<file path="config.mk">
export PLATFORM = sky130hd
export DESIGN_NAME = regfile_scoreboard
export DESIGN_NICKNAME = d
export VERILOG_FILES = /design/src/rtl/regfile_scoreboard_pkg.sv /design/src/rtl/regfile_scoreboard_bits.sv /design/src/rtl/regfile_scoreboard.sv
export SDC_FILE = /design/constraint.sdc
export NUM_CORES = 1
export LEC_CHECK = 0
export BUFFER_PORTS_ARGS = -buffer_cell sky130_fd_sc_hd__buf_2
export CORE_MARGIN = 2
export CORE_UTILIZATION = 45
export CTS_BUF_LIST = sky130_fd_sc_hd__clkbuf_8
export CTS_CLUSTER_DIAMETER = 150
export DETAILED_ROUTE_END_ITERATION = 7
export PLACE_DENSITY_LB_ADDON = 0.1
export SKIP_CTS_REPAIR_TIMING = 1
export SYNTH_ARGS = -nofsm -noshare
export SYNTH_HDL_FRONTEND = slang
export SYNTH_HIERARCHICAL = 1
export SYNTH_SLANG_ARGS = --single-unit
</file>
<file path="constraint.sdc">
create_clock -name clk -period 3.99 [get_ports clk]
set_input_delay 0.5985 -clock clk [delete_from_list [all_inputs] [get_ports clk]]
set_output_delay 0.5985 -clock clk [all_outputs]
set_load 0.005 [all_outputs]
</file>
<file path="src/rtl/regfile_scoreboard_pkg.sv">
// Shared CPU datapath types and defaults for the register file and its
// busy scoreboard.
package regfile_scoreboard_pkg;
  localparam int DATA_W_DEF = 8;
  localparam int ADDR_W_DEF = 3;
  localparam int ZERO_IDX   = 0;

  typedef logic [ADDR_W_DEF-1:0] reg_addr_t;
  typedef logic [DATA_W_DEF-1:0] word_t;
endpackage

</file>
<file path="src/rtl/regfile_scoreboard_bits.sv">
// Per-register busy bits: set (reserve) wins over clear (writeback) on the
// same index; register 0 can be pinned idle.
module regfile_scoreboard_bits
  import regfile_scoreboard_pkg::*;
#(
  parameter int ADDR_W   = ADDR_W_DEF,
  parameter int DEPTH    = 2**ADDR_W,
  parameter bit ZERO_REG = 1'b0
) (
  input  logic              clk,
  input  logic              rst,
  input  logic              set_en_i,
  input  logic [ADDR_W-1:0] set_idx_i,
  input  logic              clr_en_i,
  input  logic [ADDR_W-1:0] clr_idx_i,
  output logic [DEPTH-1:0]  busy_o
);

  logic [DEPTH-1:0] busy_q, busy_d;

  always_comb begin
    busy_d = busy_q;
    if (clr_en_i) busy_d[clr_idx_i] = 1'b0;
    if (set_en_i) busy_d[set_idx_i] = 1'b1;
    if (ZERO_REG) busy_d[ZERO_IDX]  = 1'b0;
  end

  always_ff @(posedge clk) begin
    if (rst) busy_q <= '0;
    else     busy_q <= busy_d;
  end

  assign busy_o = busy_q;

endmodule

</file>
<file path="src/rtl/regfile_scoreboard.sv">
// Two-read/one-write register file with write-to-read bypass, optional
// hardwired-zero register 0 and a busy scoreboard for multi-cycle producers.
module regfile_scoreboard
  import regfile_scoreboard_pkg::*;
#(
  parameter int DATA_W   = DATA_W_DEF,
  parameter int ADDR_W   = ADDR_W_DEF,
  parameter bit ZERO_REG = 1'b0,
  parameter bit BYPASS   = 1'b1,
  localparam int DEPTH   = 2**ADDR_W
) (
  input  logic              clk,
  input  logic              rst,
  input  logic              regwrite,
  input  logic [ADDR_W-1:0] writeadd,
  input  logic [DATA_W-1:0] writedata,
  input  logic              reserve,
  input  logic [ADDR_W-1:0] reserveadd,
  input  logic [ADDR_W-1:0] readadd1,
  input  logic [ADDR_W-1:0] readadd2,
  output logic [DATA_W-1:0] readdata1,
  output logic [DATA_W-1:0] readdata2,
  output logic              readbusy1,
  output logic              readbusy2,
  output logic [DEPTH-1:0]  busy_vec
);

  localparam logic [ADDR_W-1:0] ZADDR = ADDR_W'(ZERO_IDX);

  logic [DATA_W-1:0] mem_q [DEPTH];
  logic [DATA_W-1:0] mem_d [DEPTH];
  logic              wr_ok, rsv_ok;

  // Writes and reserves aimed at a hardwired-zero register are dropped.
  assign wr_ok  = regwrite && !(ZERO_REG && writeadd == ZADDR);
  assign rsv_ok = reserve  && !(ZERO_REG && reserveadd == ZADDR);

  always_comb begin
    mem_d = mem_q;
    if (wr_ok) mem_d[writeadd] = writedata;
  end

  always_ff @(posedge clk) begin
    if (rst) begin
      for (int i = 0; i < DEPTH; i++) mem_q[i] <= '0;
    end else begin
      mem_q <= mem_d;
    end
  end

  regfile_scoreboard_bits #(
    .ADDR_W   (ADDR_W),
    .DEPTH    (DEPTH),
    .ZERO_REG (ZERO_REG)
  ) u_bits (
    .clk       (clk),
    .rst       (rst),
    .set_en_i  (rsv_ok),
    .set_idx_i (reserveadd),
    .clr_en_i  (wr_ok),
    .clr_idx_i (writeadd),
    .busy_o    (busy_vec)
  );

  // Read ports: zero register first, then same-cycle bypass, then storage.
  always_comb begin
    readdata1 = mem_q[readadd1];
    readbusy1 = busy_vec[readadd1];
    if (ZERO_REG && readadd1 == ZADDR) begin
      readdata1 = '0;
      readbusy1 = 1'b0;
    end else if (BYPASS && regwrite && writeadd == readadd1) begin
      readdata1 = writedata;
      readbusy1 = 1'b0;
    end
  end

  always_comb begin
    readdata2 = mem_q[readadd2];
    readbusy2 = busy_vec[readadd2];
    if (ZERO_REG && readadd2 == ZADDR) begin
      readdata2 = '0;
      readbusy2 = 1'b0;
    end else if (BYPASS && regwrite && writeadd == readadd2) begin
      readdata2 = writedata;
      readbusy2 = 1'b0;
    end
  end

endmodule
</file>
==> summary.md, run 1 <==
| Metric | Value |
|---|---|
| Data arrival, critical path | `~2.4 ns` |
| Adder-Cell Fraction of Synth Area | `0%` |
| Nets | `455` |
| Startpoint Class | `primary input` |
| CORE AREA | `9200 um2` |
| Setup WS pre-CTS | `0.956 ns` |
| Final Cycle Share | `75.7%` |
| Asr flop ratio synth | `0%` |
| Relative slew slack | `~22%` |
| Register bit total from synthesis | `72` |
| Comb power frac | `12.9%` |
| Ant. Diodes | `0` |
| Final Hold Fails | `0` |
| Initial DRC Count | `134` |
| Post-synth top area cell | `dfxtp_1` |
| Design Area, Final | `4680 um2` |
| Worst-path maximum fanout | `19` |
| Top cells by area, synth | `dfxtp_1 34%, mux4_1 13%, mux4_2 8.0%` |
| Reg clk slew, reported paths | `0.07 ns` |
| CTS Buffer Depth | `2` |
| Die Y | `101 um` |
| Syn-to-layout area delta | `10.7%` |
| Initial DRT Pass Iterations | `4` |
| Cell count after placement | `531` |
| Worst hold slack | `0.467 ns` |
| H-Tree Depth | `3` |
| Distinct cells, synth | `34` |
| DR WL/cell | `19.8 um` |
| Achievable Freq | `331 MHz` |
| Setup TNS | `0 ns` |
| Simple-gate share of the synthesized area | `16.9%` |
| Placed Area | `4490 um2` |
| Top-area cell type share of the netlist area | `34.1%` |
| Largest net degree at the start of global routing | `a little under 60` |
| Post-synth EDFFs | `0` |
| RSZ-0062 raised after global routing | `false` |
| CTS tree | `built` |
| Port Buffers | `49` |
| Total number of yosys warnings | `6` |
| Starting Density | `46.0%` |
| Worst Path Required | `3.39 ns` |
| Cell row count | `35` |
| Crit end category | `output pin` |
| Die area | `just over 10000 um2` |
| Met1 global-route usage | `between 30% and 40%` |
| Clk sinks | `72` |
| Util after Layout | `50.9%` |
| Status | `complete, no violations` |
| Grt total ovfl | `0` |
| Synth Area in XOR/XNOR | `between 1 and 1.5%` |
| Synth Net Count | `425` |
| Drt drc | `0` |
| Clk_lat worst skew | `0.35 ns` |
| Total Power | `1.53 mW` |
| Final std cells w/o fill | `547` |
| Met3 Usage GRT | `3.33%` |
| CP Class | `primary input to output pin` |
| Antenna violations before repair | `0` |
| Sw frac | `roughly a quarter` |
| Class of the worst hold path | `register to register` |
| Compound-Gate Fraction of Synth Area | `under 10%` |
| Max-cap viol count | `0` |
| Most frequent cell after synthesis | `nand2_1` |
| Final worst setup slack | `0.971 ns` |
| Switch Pwr | `0.391 mW` |
| Clock root buffer | `clkbuf_8` |
| Post-synth top cells | `80 x nand2_1, 72 x dfxtp_1, 40 x a21oi_1, 26 x mux2_2` |
| Skew final | `0 ns` |
| Final setup violating endpoints | `0` |
| Final ANT Viol Nets | `0` |
| Ports | `50` |
| Synthesized instance count | `roughly 400` |
| Final Slew Violations | `0` |
| First-pass GRT wire length | `~17000 um` |
| Total GRT Usage | `22.3%` |
| Via Count | `3181` |
| RD Place Congestion | `0.757` |
| Main flop type after synthesis | `dfxtp_1` |
| Slew @ Worst Pin | `approximately 1.2 ns` |
| DP HPWL | `7120 um` |
| Clock power frac | `38.3%` |
| Layout cells sized above 1 | `between 20% and 30%` |
| Vias in the first global route | `3013` |
| Synthesized cell area | `4230 um2` |
| Int Power | `approximately 1.1 mW` |
| Seq/Total Area, Yosys | `34.1%` |
| Syn Area/Cell | `between 10 and 15 um2` |
| Met2 usage | `37.0%` |
| Main combinational cell family by area after synthesis | `multiplexers` |
| Via density | `5.82` |
| Mux share of post-synthesis cell area | `36.4%` |
| Max IR drop VDD | `152 uV` |
| Die X-Extent | `101 um` |
| Leak | `1.88 nW` |
| CTS Buf Count | `9` |
| Busiest grt layer | `met2` |
| Seq pwr share | `48.8%` |
| Routed wire length | `between 10000 and 15000 um` |
| Pwr per Cell Area | `327 nW/um2` |
| Min Tclk post-route | `3.02 ns` |
==> worst max-delay path, stage by stage <==
cell	delay, ns
buf_2	0.49
xnor2_1	0.20
nand4_2	0.50
mux2_4	0.49
buf_2	0.13
==> layout make-up <==
type | instances | area [um2]
flip-flops and latches | 72 | 1440
repair buffers | 57 | 305
well taps | 111 | 139
inverters | 1 | 3.75
clock buffers | 11 | 151
clock inverters | 5 | 47.5
fillers | 852 | 4510
multi-input cells | 290 | 2600
==> cell usage in the layout (no fill, tap or decap), types with 2 or more instances in the layout <==
master     n
a21oi_1   40
and2_1     2
and4_1     2
and4b_1    6
buf_2     49
buf_4      8
clkbuf_8  11
clkinv_2   2
dfxtp_1   72
inv_1      3
mux2_2    26
mux2_4     8
mux2i_1   24
mux4_1    21
mux4_2    15
nand2_1   80
nand2b_1   8
nand3b_1   2
nand4_1    2
nand4b_1   3
nor2_1    24
nor4bb_1   3
nor4bb_2   3
o22ai_1    2
o32ai_1    6
xnor2_1    6
==> sequential cells by signal (all words and copies together) (netlist names) <==
signal         cells
mem_q             64
u_bits/busy_o      8
==> power by group through the flow <==
stage                     Clock, mW  Sequential [mW]  Combinational [mW]
final                         0.587            0.748               0.198
after global routing          0.629            0.750               0.215
after detailed placement          0            0.764               0.199
after CTS                     0.599            0.748               0.200
after global placement            0            0.764               0.197
after floorplan                   0            0.760               0.144
==> path summary, 6_finish.rpt <==
check | startpoint | end | slack, ns | depth (start not counted)
min | mem_q[62] | mem_q[62] | 0.47 | 2
max reg2reg | mem_q[24] | mem_q[24] | 3.32 | 2
max | readadd2[0] | readdata2[0] | 0.97 | 5
min reg2reg | mem_q[62] | mem_q[62] | 0.47 | 2
==> per-layer routing <==
layer  part of all wire [%]  vias to the layer above  wire (um)
met5                      0                        -          0
met4                    1.5                        0        161
met3                    6.6                       10        721
met2                     49                       80       5270
met1                     43                     1551       4690
li1                       -                     1540          -
==> cells by family after synthesis <==
group	count (synthesis)
AOI/OAI and AO/OA	48
xor gates and xnor gates	6
buffers and inverters	39
DFF	72
muxes	94
and+or+nand+nor	142
(Power assumes the default switching activity.)
==> run 2, diff against run 1 <==
--- a/config.mk
+++ b/config.mk
@@ -5,6 +5,7 @@
 export SDC_FILE = /design/constraint.sdc
 export NUM_CORES = 1
 export LEC_CHECK = 0
+export ABC_AREA = 1
 export BUFFER_PORTS_ARGS = -buffer_cell sky130_fd_sc_hd__buf_2
 export CORE_MARGIN = 2
 export CORE_UTILIZATION = 45
==> constraint.sdc (replaced) <==
create_clock -name clk -period 2.6 [get_ports clk]
set_input_delay 0.39 -clock clk [delete_from_list [all_inputs] [get_ports clk]]
set_output_delay 0.39 -clock clk [all_outputs]
set_load 0.005 [all_outputs]
==> summary.md, run 2 <==
| Metric | Value |
|---|---|
| Clk sinks | `72` |
| Worst-path maximum fanout | `11` |
| Final Hold Fails | `0` |
| Drt drc | `0` |
| Post-synth EDFFs | `0` |
| Port Buffers | `49` |
| Antenna violations before repair | `0` |
| Clock root buffer | `clkbuf_8` |
| RSZ-0062 raised after global routing | `false` |
| Distinct cells, synth | `23` |
| Post-synth top cells | `222 x nand2_1, 112 x nand3_1, 85 x nor2_1, 75 x inv_1, 72 x dfxtp_1` |
| Synthesized instance count | `724` |
| Initial DRC Count | `307` |
| Max IR drop VDD | `between 200 and 250 uV` |
| Synthesized cell area | `4760 um2` |
| Top cells by area, synth | `dfxtp_1 30%, nand2_1 17%, a211oi_2 16%` |
| Final setup violating endpoints | `0` |
| Worst Path Required | `2.21 ns` |
| Status | `complete, no violations` |
| Skew final | `0 ns` |
| Total Power | `between 2 and 3 mW` |
| Seq/Total Area, Yosys | `30.3%` |
| Die area | `about 11000 um2` |
| Class of the worst hold path | `primary input to register` |
| Slew @ Worst Pin | `roughly 0.66 ns` |
| Cell row count | `37` |
| Total GRT Usage | `27.0%` |
| Largest net degree at the start of global routing | `40` |
| Largest register FFs | `64` |
| Register bit total from synthesis | `around 70` |
| Leak | `2.43 nW` |
| Via Count | `between 4000 and 5000` |
| Starting Density | `46.3%` |
| Most common cell after layout, fill and taps aside | `nand2_1` |
| Setup TNS | `0 ns` |
| H-Tree Depth | `3` |
| Top-area cell type share of the netlist area | `30.3%` |
| Final ANT Viol Nets | `0` |
| First-pass GRT wire length | `between 20000 and 25000 um` |
| DP HPWL | `10200 um` |
| Vias in the first global route | `4434` |
| Most frequent cell after synthesis | `nand2_1` |
| Syn Area/Cell | `between 6 and 7 um2` |
| Grt total ovfl | `0` |
| Final Slew Violations | `0` |
| Clk_lat worst skew | `0.36 ns` |
| CTS Buf Count | `9` |
| Die Y | `between 100 and 150 um` |
| CORE AREA | `10300 um2` |
| Die X-Extent | `107 um` |
| CP Class | `primary input to output pin` |
| Ant. Diodes | `0` |
| Reg clk slew, reported paths | `0.07 ns` |
| DR WL/cell | `16.5 um` |
| RD Place Congestion | `0.923` |
| Total number of yosys warnings | `6` |
| Most frequent cells in the layout | `222 x nand2_1, 112 x nand3_1, 85 x nor2_1` |
| Min Tclk post-route | `2.20 ns` |
| Ports | `50` |
| CTS tree | `built` |
| Design Area, Final | `5230 um2` |
| Routed wire length | `14700 um` |
| Hold-critical path depth | `4` |
| Final Cycle Share | `84.7%` |
| Startpoint Class | `primary input` |
| Asr flop ratio synth | `0%` |
| Crit end category | `output pin` |
| Placed Area | `5030 um2` |
| Syn-to-layout area delta | `9.80%` |
| CTS Buffer Depth | `2` |
| Max-cap viol count | `0` |
| Via density | `5.36` |
| Initial DRT Pass Iterations | `5` |
| Relative slew slack | `56.2%` |
| Most flops, register | `mem_q` |
| Nets | `777` |
| Pwr per Cell Area | `502 nW/um2` |
| Data arrival, critical path | `1.81 ns` |
| Main flop type after synthesis | `dfxtp_1` |
| Post-synth top area cell | `dfxtp_1` |
| Layout cells sized above 1 | `22.6%` |
| Reg2Reg Depth | `2` |
| Achievable Freq | `about 450 MHz` |
| Worst hold slack | `0.329 ns` |
| Synth Net Count | `~750` |
-- run 2: cell count changes after synthesis, sizes merged, moves of 34 or more --
| cell | previous run | this run |
|---|---|---|
| a211oi | 0 | 62 |
| inv | 1 | 87 |
| mux2 | 34 | 0 |
| mux4 | 36 | 0 |
| nand2 | 80 | 232 |
| nand3 | 1 | 112 |
| nor2 | 24 | 91 |
-- run 2: logic make-up after synthesis --
logic type	synth area share (%)
simple gates	38.4
compound gates	18.5
flops	30.3
buf+inv	12.9
-- run 2: per-stage QoR --
step	cells	worst slack, ns	utilization (%)
6_report	894	0.398	50.9
3_3_place_gp	878	0.506	49.0
2_1_floorplan	724	1.10	-
5_1_grt	894	0.299	50.9
3_5_place_dp	878	0.459	49.0
4_1_cts	894	0.455	50.9
-- run 2: worst max-delay path, cell delays in order --
cell and delay (ns):
buf_2 0.28, inv_2 0.18, nand2_1 0.09, nand2_1 0.05, nor2_1 0.13, nand2_2 0.20
clkinv_2 0.20, nand2_1 0.07, nand2_1 0.10, buf_2 0.13
-- run 2: path summary, 6_finish.rpt --
kind | from | endpoint | slack (ns)
setup / recovery | readadd1[2] | readdata1[1] | 0.40
hold / removal | reserveadd[1] | u_bits/busy_o[4] | 0.33
setup reg to reg | mem_q[58] | mem_q[58] | 1.91
hold reg to reg | u_bits/busy_o[5] | u_bits/busy_o[5] | 0.48
-- run 2: layout make-up --
class / count / area [um2]
clock buffers: 10 / 138
inverters: 90 / 339
clock inverters: 6 / 60.1
multi-input cells: 516 / 2710
well taps: 136 / 170
fillers: 1091 / 5050
flip-flops and latches: 72 / 1440
repair buffers: 64 / 373
-- run 2: where the power goes --
group | switching (mW) | internal (mW) | leakage (nW)
Clock | 0.462 | 0.464 | 0.103
Combinational | 0.360 | 0.182 | 1.74
Sequential | 0.0146 | 1.14 | 0.585
-- run 2: layer usage --
metal  track usage (%)  vias up  part of all wire [%]
li1                  -     2364                     -
met1              36.7     2197                    45
met2              42.5      204                    45
met3              3.71       31                   7.1
met4              12.3        0                   3.1
met5                 0        -                     0
==> run 3, diff against run 2 <==
==> constraint.sdc (replaced) <==
create_clock -name clk -period 2 [get_ports clk]
set_input_delay 0.3 -clock clk [delete_from_list [all_inputs] [get_ports clk]]
set_output_delay 0.3 -clock clk [all_outputs]
set_load 0.005 [all_outputs]
==> summary.md, run 3 (synthesis gave the netlist of run 2 again) <==
| Metric | Value |
|---|---|
| Achievable Freq | `approximately 540 MHz` |
| Setup TNS | `0 ns` |
| CORE AREA | `10300 um2` |
| Drt drc | `0` |
| Ports | `50` |
| Reg2reg start | `mem_q[34]` |
| Startpoint Class | `primary input` |
| Worst Path Required | `1.70 ns` |
| Routed wire length | `14900 um` |
| Worst-path maximum fanout | `11` |
| Grt total ovfl | `0` |
| Final Hold Fails | `0` |
| Data arrival, critical path | `1.54 ns` |
| Starting Density | `a little under half` |
| Final ANT Viol Nets | `0` |
| Most common cell after layout, fill and taps aside | `nand2_1` |
| Die X-Extent | `107 um` |
| Initial DRC Count | `between 200 and 300` |
| Skew final | `0 ns` |
| Clk sinks | `~70` |
| Max-cap viol count | `0` |
| Clk_lat worst skew | `roughly 0.36 ns` |
| Sum of buffers and inverters on the critical path | `4` |
| Cell count after placement | `883` |
| Crit-path max cell delay | `0.27 ns` |
| Crit end category | `output pin` |
| Most frequent cells in the layout | `222 x nand2_1, 112 x nand3_1, 85 x nor2_1` |
| Final Slew Violations | `0` |
| Reg2Reg Depth | `2` |
| Sequential cell area | `1440 um2` |
| Die Y | `107 um` |
| RD Place Congestion | `0.852` |
| Most frequent CP cell | `nand2_1` |
| CP delay by family, top | `buffers and inverters` |
| Relative slew slack | `between 60% and 70%` |
| CP cell instances | `buf_2, inv_2, nand2_1, nand2_1, nor2_1, nand2_2, inv_2, nand2_1, nand2_1, buf_2` |
| Slowest stage cell on the critical path | `buf_2` |
| Antenna violations before repair | `0` |
| Slew @ Worst Pin | `about 0.53 ns` |
| HP Start | `reserveadd[0]` |
| Final std cells w/o fill | `899` |
| Pwr per Cell Area | `~680 nW/um2` |
| Most flops, register | `mem_q` |
| DR WL/cell | `16.6 um` |
| Final setup violating endpoints | `0` |
| Min Tclk post-route | `roughly 1.8 ns` |
| CTS Buf Count | `9` |
| Layout cells sized above 1 | `23.1%` |
| H-Tree Depth | `3` |
| Worst hold endpoint | `u_bits/busy_o[0]` |
| Multi-input logic area | `2710 um2` |
| RSZ-0062 raised after global routing | `false` |
| First-pass GRT wire length | `23900 um` |
| Die area | `between 10000 and 15000 um2` |
| Vias in the first global route | `between 4000 and 5000` |
| Syn-to-layout area delta | `11.6%` |
| CP Class | `primary input to output pin` |
| Final Cycle Share | `92.2%` |
| CTS tree | `built` |
| Total GRT Usage | `27.2%` |
| Clock root buffer | `clkbuf_8` |
| Via density | `roughly 5.4` |
| Hold-critical path depth | `4` |
| Ant. Diodes | `0` |
| Worst R2R End | `mem_q[34]` |
| Reg clk slew, reported paths | `0.08 ns` |
| Port Buffers | `49` |
| Max IR drop VDD | `261 uV` |
| Cell row count | `37` |
| # fillers | `between 1000 and 1500` |
| Status | `complete, no violations` |
| Leak | `between 2 and 2.5 nW` |
| DP HPWL | `approximately 9700 um` |
| Largest register FFs | `64` |
| CTS Buffer Depth | `2` |
| Initial DRT Pass Iterations | `5` |
| Class of the worst hold path | `primary input to register` |
| Nets | `782` |
| R2r setup slk | `1.29 ns` |
| Largest net degree at the start of global routing | `31` |
| Via Count | `a little under 5000` |
[run 3: cell count changes in the layout (fill, tap and decap cells not counted), sizes merged]
cell,before,now
buf,64,69
clkinv,6,4
bufinv,1,2
clkbuf,10,11
[run 3: per-layer routing]
metal	routed length (um)	GRT usage, %	vias up
li1	-	-	2374
met1	6660	36.6	2256
met2	6920	43.9	194
met3	990	3.77	32
met4	368	10.9	0
met5	0	0	-
[run 3: layout make-up]
| cell class | count | area share, % |
|---|---|---|
| Multi-Input combinational cell | 516 | 51.0 |
| Sequential cell | 72 | 27.1 |
| Timing Repair Buffer | 69 | 7.96 |
| Inverter | 90 | 6.38 |
| Tap cell | 136 | 3.20 |
| Clock buffer | 11 | 2.85 |
| Clock inverter | 5 | 1.51 |
[run 3: how the worst max path moves through the flow]
stage               depth (start not counted)  slack, ns      endpoint   startpoint
finish                                     10       0.16  readdata2[1]  readadd2[2]
global route                               10       0.01  readdata2[0]  readadd2[2]
CTS                                        10       0.18  readdata2[0]  readadd2[2]
detailed placement                         10       0.18  readdata2[0]  readadd2[2]
global placement                           10       0.20  readdata2[0]  readadd2[2]
floorplan                                   8       0.68  readdata1[0]  readadd1[2]
[run 3: power breakdown]
part           internal [mW]  switching [mW]  total, mW
Clock                  0.769           0.599       1.37
Sequential              1.48          0.0184       1.50
Combinational          0.246           0.477      0.723
Total                   2.50            1.09       3.59
[run 3: per-stage QoR]
step	power [mW]	area (um2)	hold slack, ns	worst slack, ns	utilization [%]
after floorplan	2.01	4760	0.457	0.679	-
after global placement	2.24	5080	0.472	0.195	49.4
after detailed placement	2.25	5080	0.476	0.180	49.4
after CTS	3.61	5310	0.233	0.180	51.7
after global routing	3.76	5310	0.258	0.0116	51.7
final	3.59	5310	0.243	0.156	51.7
[run 3: worst min-delay path, stage by stage]
cell     delay [ns]
buf_2          0.11
nor2_4         0.05
nand2_1        0.05
a21oi_1        0.05
